[src/rtl/dmux_pkg.sv]
// Shared constants and helpers for the dmux_arb return-data multiplexer.
package dmux_pkg;

    localparam logic MODE_FIXED = 1'b0;
    localparam logic MODE_RR    = 1'b1;
    localparam int   MAX_CH     = 8;

    // Returns {found, index} of the first set bit at or after start, wrapping at n.
    function automatic logic [3:0] first_one(input logic [MAX_CH-1:0] req,
                                             input logic [2:0] start,
                                             input int n);
        logic [3:0] res;
        int         idx;
        res = '0;
        for (int i = MAX_CH - 1; i >= 0; i--) begin
            if (i < n) begin
                idx = (int'(start) + i) % n;
                if (req[3'(idx)]) res = {1'b1, 3'(idx)};
            end
        end
        return res;
    endfunction

    function automatic int slice_lo(input int c, input int w);
        return c * w;
    endfunction

endpackage

[src/rtl/dmux_fifo.sv]
// Register FIFO with a registered head word; the head holds the last popped
// word once the FIFO drains.
module dmux_fifo #(
    parameter int Width = 74,
    parameter int Depth = 4
) (
    input  logic                     CLK,
    input  logic                     RESET,
    input  logic                     i_push,
    input  logic [Width-1:0]         i_push_data,
    input  logic                     i_pop,
    output logic [$clog2(Depth):0]   o_level,
    output logic [Width-1:0]         o_head
);
    localparam int AW = $clog2(Depth);
    localparam int LW = AW + 1;

    logic [Width-1:0] r_mem [Depth];
    logic [AW-1:0]    r_wr;
    logic [AW-1:0]    r_rd;
    logic [LW-1:0]    r_level;
    logic [Width-1:0] r_head;
    logic [AW-1:0]    w_rd_next;
    logic             w_push;
    logic             w_pop;

    assign w_pop     = i_pop && (r_level != '0);
    assign w_push    = i_push && (r_level != LW'(Depth));
    assign w_rd_next = r_rd + 1'b1;

    always_ff @(posedge CLK) begin
        if (w_push) r_mem[r_wr] <= i_push_data;
    end

    always_ff @(posedge CLK or negedge RESET) begin
        if (!RESET) begin
            r_wr    <= '0;
            r_rd    <= '0;
            r_level <= '0;
            r_head  <= '0;
        end else begin
            if (w_push) r_wr <= r_wr + 1'b1;
            if (w_pop)  r_rd <= w_rd_next;
            case ({w_push, w_pop})
                2'b10:   r_level <= r_level + 1'b1;
                2'b01:   r_level <= r_level - 1'b1;
                default: r_level <= r_level;
            endcase
            // Keep the head register equal to the entry at the read pointer.
            if (r_level == '0) begin
                if (w_push) r_head <= i_push_data;
            end else if (w_pop) begin
                if (r_level == LW'(1)) begin
                    if (w_push) r_head <= i_push_data;
                end else begin
                    r_head <= r_mem[w_rd_next];
                end
            end
        end
    end

    assign o_level = r_level;
    assign o_head  = r_head;

endmodule

[src/rtl/dmux_arb.sv]
// N-channel tagged return-data multiplexer: fixed-priority (with starvation
// override) or round-robin arbitration into an acknowledged output FIFO.
module dmux_arb
    import dmux_pkg::*;
#(
    parameter int TagWidth    = 10,
    parameter int DataWidth   = 64,
    parameter int Channels    = 4,
    parameter int FifoDepth   = 4,
    parameter int StarveLimit = 15
) (
    input  logic                                   CLK,
    input  logic                                   RESET,
    input  logic [Channels-1:0]                    SrcDRDY,
    input  logic [Channels*(TagWidth+DataWidth)-1:0] SrcDATA,
    output logic [Channels-1:0]                    SrcRD,
    input  logic                                   MODE,
    input  logic                                   ACK,
    output logic                                   DRDY,
    output logic [TagWidth-1:0]                    TAG,
    output logic [DataWidth-1:0]                   DATA,
    output logic [$clog2(FifoDepth):0]             LEVEL
);
    localparam int W  = TagWidth + DataWidth;
    localparam int LW = $clog2(FifoDepth) + 1;

    logic [MAX_CH-1:0] w_req;
    logic [MAX_CH-1:0] w_starved;
    logic [W-1:0]      w_src [MAX_CH];
    logic [2:0]        r_ptr;
    logic [2:0]        w_rr_start;
    logic [3:0]        w_sel_starve;
    logic [3:0]        w_sel_prio;
    logic [3:0]        w_sel_rr;
    logic [3:0]        w_sel;
    logic              w_full;
    logic              w_push;
    logic [Channels-1:0] w_grant;
    logic [LW-1:0]     w_level;
    logic [W-1:0]      w_head;

    assign w_full = (w_level == LW'(FifoDepth));

    generate
        for (genvar gi = 0; gi < MAX_CH; gi++) begin : g_ch
            if (gi < Channels) begin : g_live
                logic [7:0] r_cnt;
                assign w_src[gi]     = SrcDATA[slice_lo(gi, W) +: W];
                assign w_req[gi]     = SrcDRDY[gi];
                assign w_starved[gi] = SrcDRDY[gi] && (r_cnt == 8'(StarveLimit));

                // Waiting-cycle counter; frozen while the FIFO is full.
                always_ff @(posedge CLK or negedge RESET) begin
                    if (!RESET) begin
                        r_cnt <= '0;
                    end else if (MODE == MODE_RR || !SrcDRDY[gi] || w_grant[gi]) begin
                        r_cnt <= '0;
                    end else if (!w_full && r_cnt != 8'(StarveLimit)) begin
                        r_cnt <= r_cnt + 8'd1;
                    end
                end
            end else begin : g_pad
                assign w_src[gi]     = '0;
                assign w_req[gi]     = 1'b0;
                assign w_starved[gi] = 1'b0;
            end
        end
    endgenerate

    assign w_rr_start   = (r_ptr == 3'(Channels - 1)) ? 3'd0 : r_ptr + 3'd1;
    assign w_sel_starve = first_one(w_starved, 3'd0, Channels);
    assign w_sel_prio   = first_one(w_req, 3'd0, Channels);
    assign w_sel_rr     = first_one(w_req, w_rr_start, Channels);

    always_comb begin
        w_sel = w_sel_rr;
        if (MODE == MODE_FIXED) w_sel = w_sel_starve[3] ? w_sel_starve : w_sel_prio;
    end

    // Full check uses the registered level only, so ACK never reaches SrcRD.
    assign w_push = w_sel[3] && !w_full && RESET;

    always_comb begin
        w_grant = '0;
        for (int c = 0; c < Channels; c++) w_grant[c] = w_push && (w_sel[2:0] == 3'(c));
    end

    assign SrcRD = w_grant;

    always_ff @(posedge CLK or negedge RESET) begin
        if (!RESET) begin
            r_ptr <= 3'(Channels - 1);
        end else if (w_push) begin
            r_ptr <= w_sel[2:0];
        end
    end

    dmux_fifo #(
        .Width (W),
        .Depth (FifoDepth)
    ) u_fifo (
        .CLK         (CLK),
        .RESET       (RESET),
        .i_push      (w_push),
        .i_push_data (w_src[w_sel[2:0]]),
        .i_pop       (ACK),
        .o_level     (w_level),
        .o_head      (w_head)
    );

    assign LEVEL = w_level;
    assign DRDY  = (w_level != '0);
    assign TAG   = w_head[W-1 -: TagWidth];
    assign DATA  = w_head[DataWidth-1:0];

endmodule
[config.mk]
export PLATFORM = sky130hd
export DESIGN_NAME = dmux_arb
export DESIGN_NICKNAME = d
export VERILOG_FILES = /design/src/rtl/dmux_pkg.sv /design/src/rtl/dmux_fifo.sv /design/src/rtl/dmux_arb.sv
export SDC_FILE = /design/constraint.sdc
export NUM_CORES = 1
export LEC_CHECK = 0
export CORE_MARGIN = 5
export CORE_UTILIZATION = 57
export CTS_BUF_LIST = sky130_fd_sc_hd__clkbuf_4 sky130_fd_sc_hd__clkbuf_8
export DETAILED_ROUTE_END_ITERATION = 16
export GPL_TIMING_DRIVEN = 0
export PLACE_DENSITY_LB_ADDON = 0.25
export SYNTH_ARGS = -nofsm -noshare
export SYNTH_HDL_FRONTEND = slang
export SYNTH_SLANG_ARGS = --single-unit
[constraint.sdc]
create_clock -name CLK -period 9.1 [get_ports CLK]
set_input_delay 1.82 -clock CLK [delete_from_list [all_inputs] [get_ports CLK]]
set_output_delay 1.82 -clock CLK [all_outputs]
set_load 0.1 [all_outputs]
==> metrics.md <==
| Metric | Value |
|---|---|
| Post-Syn Instances | `1150` |
| Port bufs | `382` |
| Final Net Count | `1925` |
| Antenna Nets Post-Route | `0` |
| Yosys reg bits | `411` |
| Maximum vdd drop | `281 µV` |
| Setup TNS | `0 ps` |
| Initial antenna violation count | `0` |
| Dpl hpwl | `35.4 mm` |
| Power Dens Cells | `358 nW/µm²` |
| Core box area | `32500 µm²` |
| Initial DRC count | `871` |
| CTS max path bufs | `3` |
| Fin util | `75.8%` |
| Clock latency on the worst-skew pair | `580 ps` |
| Post-CTS Setup Inserts | `0` |
| TritonRoute pass-1 iters | `6` |
| Final Skew | `26.1 ps` |
| Reg2reg end | `u_fifo.o_head[61]` |
| Seq/Total Area, Yosys | `62.9%` |
| RSZ-0062 raised after global routing | `no` |
| GP Congestion | `0.805` |
| Post_cts resized | `0` |
| DRC Markers | `0` |
| Seq. cell area | `11800 µm²` |
| Multi-input gate area | `6480 µm²` |
| Kind of critical path | `in -> out` |
| Die area | `36500 µm²` |
| Root buffer cell | `clkbuf_8` |
| Status | `completed` |
| Worst setup EP type | `output port` |
| GR Overflow Total | `0` |
| Vias in the first global route | `13.7k` |
| Crit. Startpoint | `SrcDRDY[3]` |
| Row Count | `66` |
| Period minus WS final | `7250 ps` |
| Reg-to-Reg Start | `r_ptr[0]` |
| CTS clk-pin slew, worst paths | `60 ps` |
| # setup viols final | `0` |
| Share of the synthesized area in the top cell type | `47.5%` |
| Global Route Usage Sum | `28.1%` |
| WL/cell | `24.5 µm` |
| CP Data Arrival Time | `5430 ps` |
| Main synth FF type | `edfxtp_1` |
| Cts hold-fix bufs | `0` |
| Most crowded layer after global routing | `met2` |
| Hold_sp | `u_fifo.o_head[51]` |
| Global-route met2 utilization | `48.8%` |
| R2R Setup Slk | `5360 ps` |
| Vias per inst | `6.04` |
| Clock sink count | `411` |
| Final Hold Viols | `0` |
| I/O pin count | `386` |
| Die span in x | `191 µm` |
| Layout cells sized above 1 | `14.5%` |
| Cells on worst reg2reg path | `8` |
| H-tree Lvls | `3` |
| Max-slew violation count | `0` |
| Fmax | `138 MHz` |
| Vias | `12.7k` |
| Dpl ws | `1910 ps` |
| Slew headroom | `28.9%` |
| Largest net degree at the start of global routing | `85` |
| Die Ht | `191 µm` |
| Synth async-reset ratio | `28.0%` |
| Num CTS Buffers | `68` |
| Syn nets | `1468` |
| Worst EP required | `7280 ps` |
| P&R area growth vs syn | `31.6%` |
| CTS tree | `yes` |
| Crit Path Max Fanout | `10` |
| Grt met3 use | `5.61%` |
| EDFF count, synth | `296` |
| Ys Warns | `0` |
| Largest area contributor in the netlist | `edfxtp_1` |
| ANT cells | `0` |
| Leakage power | `9.58 nW` |
| Mapped Avg Cell Area | `16.3 µm²` |
| Synth area leaders | `edfxtp_1 (48%), dfrtp_1 (15%), mux2i_1 (12%), mux4_2 (8.9%), o221ai_1 (3.4%)` |
| CP Launch Type | `input port` |
| Hold path endpoint | `u_fifo.o_head[51]` |
| Fillers | `2011` |
| Syn Std Cell Area | `18700 µm²` |
| Worst hold path type | `reg -> reg` |
| Met1 Track Usage GR | `36.2%` |
| Unique cell type count in the Yosys netlist | `55` |
| First-pass GRT wire length | `78.5 mm` |
| Pin slew with the least headroom to its limit | `1060 ps` |
| Maxcap violations | `0` |
| Fin crit share | `79.6%` |
| Worst Hold Path Cells | `2` |
| Total wire length | `51.5 mm` |
| Setup slack after layout | `1850 ps` |
| Initial Util | `57.6%` |
==> logic make-up after synthesis <==
| logic type | Yosys count | share of synthesized area, % |
|---|---|---|
| AOI/OAI and AO/OA | 184 | 7.86 |
| xor gates and xnor gates | 35 | 1.64 |
| adders and majority gates | 14 | 0.937 |
| buffers and inverters | 86 | 2.48 |
| DFF | 411 | 62.9 |
| muxes | 298 | 20.9 |
| and+or+nand+nor | 122 | 3.26 |
==> area by class of cell <==
type                    count  share of cell area, %
flip-flops and latches    411                   47.8
multi-input cells         653                   26.3
repair buffers            387                   16.1
clock buffers             100                   4.96
well taps                 442                   2.25
plain buffers              77                   1.75
clock inverters            25                  0.636
inverters                   9                  0.137
==> cells in the final DEF (no fill, tap or decap), types with 5 or more instances in the layout <==
master / n
buf_16: 5
dfrtp_1: 113
clkdlybuf4s50_1: 381
and3_1: 9
mux2i_1: 224
buf_2: 13
clkbuf_1: 38
ha_1: 14
xor2_1: 21
nand4_1: 7
o21ai_0: 8
nand2_1: 24
mux4_2: 74
clkinv_1: 8
clkbuf_4: 31
nor2_1: 43
xnor2_1: 14
nand3_1: 9
clkbuf_8: 75
a21oi_1: 6
buf_1: 7
a22oi_1: 74
buf_6: 10
inv_1: 9
clkinv_2: 11
o221ai_1: 73
edfxtp_1: 296
==> power by group <==
part           switching [W]  leakage (nW)  internal, W  total [W]
sequential          0.000196          4.17      0.00272    0.00292
combinational        0.00285          4.68      0.00143    0.00428
clock               0.000721         0.731     0.000895    0.00162
total                0.00377          9.58      0.00505    0.00882
==> sequential cells by signal, summed over array words and instances, names as in the netlist <==
name	flops
u_fifo.r_mem	296
u_fifo.r_wr	2
u_fifo.o_level	3
r_ptr	2
g_ch.g_live.r_cnt	32
u_fifo.o_head	74
u_fifo.r_rd	2
==> cells in the mapped netlist (2+ instances only) <==
| cell type | count |
|---|---|
| a211o_1 | 3 |
| a21oi_1 | 6 |
| a22oi_1 | 74 |
| a31o_1 | 2 |
| and2_1 | 8 |
| and3_1 | 9 |
| and3b_1 | 2 |
| buf_1 | 7 |
| buf_2 | 13 |
| buf_4 | 2 |
| buf_6 | 9 |
| clkbuf_1 | 38 |
| clkbuf_4 | 6 |
| dfrtp_1 | 113 |
| dfstp_2 | 2 |
| edfxtp_1 | 296 |
| ha_1 | 14 |
| inv_1 | 9 |
| mux2i_1 | 224 |
| mux4_2 | 74 |
| nand2_1 | 24 |
| nand2b_1 | 4 |
| nand3_1 | 9 |
| nand4_1 | 7 |
| nor2_1 | 43 |
| nor2b_1 | 4 |
| nor3_1 | 3 |
| nor4_1 | 3 |
| o211ai_1 | 2 |
| o21a_1 | 3 |
| o21ai_0 | 8 |
| o221ai_1 | 73 |
| xnor2_1 | 14 |
| xor2_1 | 21 |
==> worst max-delay path: stages <==
cell and delay, ps:
clkdlybuf4s50_1 420, buf_2 190, and3b_1 190, a2111oi_2 340
a211o_1 150, a31o_1 180, and2_1 180, buf_6 200
buf_8 220, buf_6 200, and3_1 160, clkdlybuf4s50_1 1140
==> how the worst max path moves through the flow <==
stage | end
detailed placement | SrcRD[0]
CTS | SrcRD[0]
global placement | u_fifo.r_mem[1][15]
floorplan | SrcRD[1]
finish | SrcRD[0]
global route | SrcRD[0]
==> per-layer routing <==
| metal | vias to the layer above | share of wire, % |
|---|---|---|
| met5 | - | 0 |
| met4 | 0 | 2.4 |
| met3 | 92 | 8.3 |
| met2 | 626 | 51 |
| met1 | 6394 | 38 |
| li1 | 5602 | - |
==> stage by stage <==
| step | total power [W] | instances | hold WS (ps) | cell area [µm²] |
|---|---|---|---|---|
| final | 0.00882 | 2104 | 524 | 24600 |
| after global routing | 0.00919 | 2104 | 546 | 24600 |
| after CTS | 0.00885 | 2104 | 525 | 24600 |
| after detailed placement | 0.00722 | 1979 | 511 | 23200 |
| after global placement | 0.00710 | 1974 | 505 | 23100 |
| after floorplan | 0.00597 | 1150 | 496 | 18700 |
(Power assumes the default switching activity.)
